$ cat config.mk
export PLATFORM = sky130hd
export DESIGN_NAME = cursor_blink
export DESIGN_NICKNAME = d
export VERILOG_FILES = /design/src/rtl/cursor_blink.sv
export SDC_FILE = /design/constraint.sdc
export NUM_CORES = 1
export LEC_CHECK = 0
export ABC_AREA = 1
export CORE_ASPECT_RATIO = 0.9
export CORE_UTILIZATION = 45
export CTS_CLUSTER_DIAMETER = 200
export DETAILED_ROUTE_END_ITERATION = 6
export SYNTH_ARGS = -nofsm -noshare
export SYNTH_HDL_FRONTEND = slang
export SYNTH_SLANG_ARGS = --single-unit
$ cat constraint.sdc
create_clock -name clk -period 2 [get_ports clk]
set_clock_uncertainty 0.2 [all_clocks]
set_input_delay 0.4 -clock clk [delete_from_list [all_inputs] [get_ports clk]]
set_output_delay 0.4 -clock clk [all_outputs]
set_load 0.005 [all_outputs]
$ cat src/rtl/cursor_blink.sv
`default_nettype none
// ============================================================================
//  Module      : cursor_blink
//  Description : Free-running square-wave blink generator for the text-console
//                cursor. flash_on is a registered level that toggles every
//                HALF_PERIOD enabled clocks; tick pulses for one cycle in the
//                cycle flash_on toggles on timeout. A restart pulse (keystroke)
//                forces the cursor visible and restarts the phase.
//  Ports       : clk      - pixel clock, rising-edge active
//                clrn     - asynchronous active-low reset
//                en       - blink enable; low hides the cursor, clears counter
//                restart  - synchronous restart, cursor shown immediately
//                flash_on - registered cursor-visible level
//                tick     - registered one-cycle toggle-on-timeout pulse
//  Revision    : 1.0 - initial release
// ============================================================================
module cursor_blink #(
  parameter int HALF_PERIOD = 12500000,          // clocks per half blink; >= 2
  parameter int CNT_W       = $clog2(HALF_PERIOD) // derived, do not override
) (
  input  logic clk,
  input  logic clrn,
  input  logic en,
  input  logic restart,
  output logic flash_on,
  output logic tick
);

  // Terminal count. HALF_PERIOD-1 always fits in $clog2(HALF_PERIOD) bits,
  // so the counter wraps explicitly here and never by overflow.
  localparam logic [CNT_W-1:0] CNT_LAST = CNT_W'(HALF_PERIOD - 1);
  localparam logic [CNT_W-1:0] CNT_ONE  = CNT_W'(1);

  logic [CNT_W-1:0] cnt_q,   cnt_d;
  logic             flash_q, flash_d;
  logic             tick_q,  tick_d;

  // Priority: en low > restart > terminal count > count.
  always_comb begin
    cnt_d   = cnt_q;
    flash_d = flash_q;
    tick_d  = 1'b0;
    if (!en) begin
      cnt_d   = '0;
      flash_d = 1'b0;
    end else if (restart) begin
      // Restart beats a coincident timeout: no toggle, cursor shown.
      cnt_d   = '0;
      flash_d = 1'b1;
    end else if (cnt_q == CNT_LAST) begin
      cnt_d   = '0;
      flash_d = ~flash_q;
      tick_d  = 1'b1;
    end else begin
      cnt_d   = cnt_q + CNT_ONE;
    end
  end

  always_ff @(posedge clk or negedge clrn) begin
    if (!clrn) begin
      cnt_q   <= '0;
      flash_q <= 1'b0;
      tick_q  <= 1'b0;
    end else begin
      cnt_q   <= cnt_d;
      flash_q <= flash_d;
      tick_q  <= tick_d;
    end
  end

  assign flash_on = flash_q;
  assign tick     = tick_q;

endmodule
`default_nettype wire

======== Yosys cells after proc, flatten, opt, wreduce, memory -nomap -nowiden ========
Cells that the tools add are included.
cells by class
  equality and inequality tests ........... 2
  bitwise logic cells ..................... 1
  add/subtract/negate cells ............... 1
  muxes and demuxes ....................... 9
operators by type and width
  operator                                               number
  2-to-1 mux 24 bit                                      3
  adder 24 x 1 -> 24 bit, second input constant          1
  equality test 24 bit, second input constant            1
  2-to-1 mux 1 bit                                       6
  inequality test 3 x 1 -> 1 bit, second input constant  1
  NOT 1 bit                                              1
word-level totals
  bits of input ports ..................... 4
  register bits ........................... 26

======== Logic depth before layout (Yosys ltp) ========
  depth in word-level cells ............... 4
  mapped depth ............................ 11
  gate-level depth less buffers ........... 10

======== Worst setup path before layout ========
No wires, ideal clock.
  path type ............................... reg2reg
  from .................................... reg cnt_q[0]
  to ...................................... reg cnt_q[22]
  required time ........................... 1.729 ns
  path buffers ............................ 1
  cell stages (with the launch flop) ...... 12
  arrival ................................. 1.350 ns
  slack ................................... 0.379 ns
  period minus slack after synthesis ...... 1.621 ns
  path through ............................ dfrtp_1 ha_1 nand2_1 inv_1 nand2_1 nor2_1 nand2_1 nor2_2 nor2_2 buf_6 nand2_1 nor2_1
between the ends
  cells in the longest elaborated chain, start to end .. 4
RTL lines
  item                                                            line    source
  start, declared                                                 34      logic [CNT_W-1:0] cnt_q, cnt_d;
  start signal, assigned                                          65      cnt_q <= cnt_d;
  adder 24 x 1 -> 24 bit or equality test 24 bit (tied branches)  55, 50
  2-to-1 mux 24 bit (*)                                           50      end else if (cnt_q == CNT_LAST) begin
  2-to-1 mux 24 bit (*)                                           46      end else if (restart) begin
  2-to-1 mux 24 bit (*)                                           43      if (!en) begin
  net cnt_d[22]                                                   34
Mark *: on every way through the listed nets, which the timed path passes. The rest lies on a longest branch.
A chain may end at the register's enable or synchronous reset.

======== Final worst setup path ========
  from .................................... reg flash_q, in the netlist flash_on
  to ...................................... out flash_on
RTL lines
  item                    line  source
  start, declared         35    logic flash_q, flash_d;
  start signal, assigned  66    flash_q <= flash_d;
  end, declared           25    output logic flash_on,
No word-level cell between the ends.

==> impl_metrics.env <==
export IMPL_ys_seq_area_share_pct=44.22
export IMPL_grt_pass1_wl_microns=5347
export IMPL_crit_type="flip-flop to output port"
export IMPL_hold_path_class="input port to async pin"
export IMPL_arrival_ns=1.21
export IMPL_grt_overflow=0
export IMPL_clock_root_buffer="clkbuf_4"
export IMPL_outcome="finished clean"
export IMPL_switching_power_uw=189.8
export IMPL_slowest_stage="clkdlybuf4s50_1"
export IMPL_startpoint_type="flip-flop"
export IMPL_sw_frac_of_total_pct=22.30
export IMPL_combinationalPowerShare_pct=5.5
export IMPL_grt_pass1_vias=1225
export IMPL_synthesis_area_sq_um=1471
export IMPL_grt_start_max_net_pins=27
export IMPL_finalSetupViolCount=0
export IMPL_mostFrequentLayoutCell="nand2_1"
export IMPL_fin_nets=227
export IMPL_dieHeight_microns=56.25
export IMPL_max_slew_margin_pct=78.11
export IMPL_place_congestion=0.8540
export IMPL_antenna_found_initial=0
export IMPL_grt_use_total_pct=19.46
export IMPL_min_period_ns=1.809
export IMPL_start_util_pct=47.61
export IMPL_pwr_share_clk_pct=32.0
export IMPL_cpPeakStageDelay_ns=0.50
export IMPL_seqPwrFrac_pct=62.6
export IMPL_syn_num_nets=216
export IMPL_whs_ns=0.2210
export IMPL_synth_cells=211
export IMPL_fin_crit_sh_pct=90.44
export IMPL_viasPerCell=4.787
export IMPL_syn_area_per_cell_sq_um=6.974
export IMPL_most_common_layout_cells="nand2_1 (60), nor2_1 (55), dfrtp_1 (26)"
export IMPL_drc=0
export IMPL_ys_seq_elements=26
export IMPL_ctsLongestPathBuffers=2
export IMPL_rsz0062_at_grt="false"
export IMPL_drtAntennaViolNets=0
export IMPL_clkTransAtPathRegs_ns=0.15
export IMPL_fin_setup_tns_ns=0
export IMPL_dp_hpwl_microns=2243
export IMPL_worstPathRequired_ns=1.40
export IMPL_num_io_pins=6
export IMPL_coreArea_sq_um=3090
export IMPL_die_area_sq_um=3503
export IMPL_postRouteWirelength_microns=2916
export IMPL_clk_latency_ns=0.33
export IMPL_powerDensity_nw_per_um2=523.2
export IMPL_cts_resized=0
export IMPL_cts_htree_levels=1
export IMPL_syn_to_final_growth_pct=10.54
export IMPL_numCtsBuffers=3
export IMPL_io_buffer_count=5
export IMPL_insertedDiodeCount=0
export IMPL_cts_setup_buffers=0
export IMPL_drt_initial_drc_count=38
export IMPL_cts_num_sinks=26
export IMPL_first_pass_iters=4
export IMPL_crit_chain="clkdlybuf4s50_1"
export IMPL_p_int_uw=661.3
export IMPL_worst_pin_slew_ns=0.3284
export IMPL_yosysWarnings=0
export IMPL_wl_per_cell_microns=11.09
export IMPL_critPathMaxFanout=3
export IMPL_hold_viol=0
export IMPL_cp_end_kind="output port"
export IMPL_ys_types=24
export IMPL_critPathBufInv=1
export IMPL_vias=1259
export IMPL_fp_dieW_microns=62.28
export IMPL_drv_slew=0
export IMPL_hold_buffers=0
export IMPL_cts_tree="built"
export IMPL_cap_violations=0
export IMPL_fmax_mhz=552.9
export IMPL_rows=19
export IMPL_num_fill_cells=308
export IMPL_power_total_uw=851.0
export IMPL_vdd_drop_max_mv=0.3148
export IMPL_cpLargestDelayFamily="buffers and inverters"
export IMPL_power_leakage_nw=0.7454
export IMPL_final_layout_size_suffix_gt1_share_pct=6.787
-- through the flow --
| stage | setup WS [ns] | area (sq um) | instances | utilization [%] |
|---|---|---|---|---|
| after global routing | 0.006343 | 1627 | 263 | 52.63 |
| after floorplan | 0.3788 | 1471 | 211 | - |
| after CTS | 0.1720 | 1627 | 263 | 52.63 |
| final | 0.1912 | 1627 | 263 | 52.63 |
| after detailed placement | 0.1408 | 1590 | 259 | 51.46 |
| after global placement | 0.2021 | 1590 | 259 | 51.46 |
-- worst paths after layout --
kind                       startpoint         to  slack (ns)  cells after the start
min in group clk             cnt_q[0]   cnt_q[0]        0.27                      1
hold reg to reg              cnt_q[0]   cnt_q[0]        0.27                      1
setup / recovery             flash_on   flash_on        0.19                      1
setup reg to reg             cnt_q[0]  cnt_q[12]        0.22                     11
max in group asynchronous        clrn   flash_on        1.13                      2
hold / removal                   clrn       tick        0.22                      2
-- cells in the mapped netlist, drive strengths merged --
cell type / count / area, sq um
buf: 2 / 18.77
nand3: 10 / 55.05
nand2: 62 / 237.7
xor2: 4 / 35.03
inv: 26 / 97.59
ha: 1 / 12.51
a21oi: 4 / 20.02
dfrtp: 26 / 650.6
nor4: 2 / 12.51
o21bai: 1 / 7.510
nand3b: 1 / 7.510
nor3: 5 / 25.02
nand4: 2 / 12.51
o21ai: 2 / 10.00
and2: 1 / 6.260
nor2: 59 / 236.5
xnor2: 3 / 26.28
-- logic make-up (layout without fill, tap and decap cells) --
logic type / count (synthesis) / in the layout / synth area share (%)
flip-flops: 26 / 26 / 44.22
AND/OR/NAND/NOR: 142 / 142 / 40.31
buffers and inverters: 28 / 38 / 7.908
adder cells (fa/ha/maj): 1 / 1 / 0.8502
AO/OA/AOI/OAI: 7 / 7 / 2.551
XOR/XNOR: 7 / 7 / 4.167
-- registers in the layout, indices dropped and copies added (netlist names) --
signal / cells
tick: 1
cnt_q: 24
flash_on: 1
-- power by group through the flow --
stage	clock [mW]	combinational [mW]	sequential [mW]
floorplan	0	0.0189	0.542
global placement	0	0.0471	0.542
detailed placement	0	0.0479	0.542
CTS	0.283	0.0480	0.533
global route	0.295	0.0534	0.533
finish	0.272	0.0464	0.532
-- per-layer routing --
layer	wire length, microns	track usage (%)
met1	1512	27.64
met2	1284	30.14
met3	92	3.049
met4	27	6.977
met5	0	0
-- cell type report --
| class | count | area, sq um | area share [%] |
|---|---|---|---|
| clock buffer | 4 | 36.28 | 2.231 |
| inverter | 26 | 97.59 | 6.000 |
| multi-input combinational | 157 | 704.4 | 43.31 |
| sequential | 26 | 650.6 | 40.00 |
| tap | 42 | 52.55 | 3.231 |
| timing repair buffer | 8 | 85.08 | 5.231 |
Power figures use the tool's default switching activity.
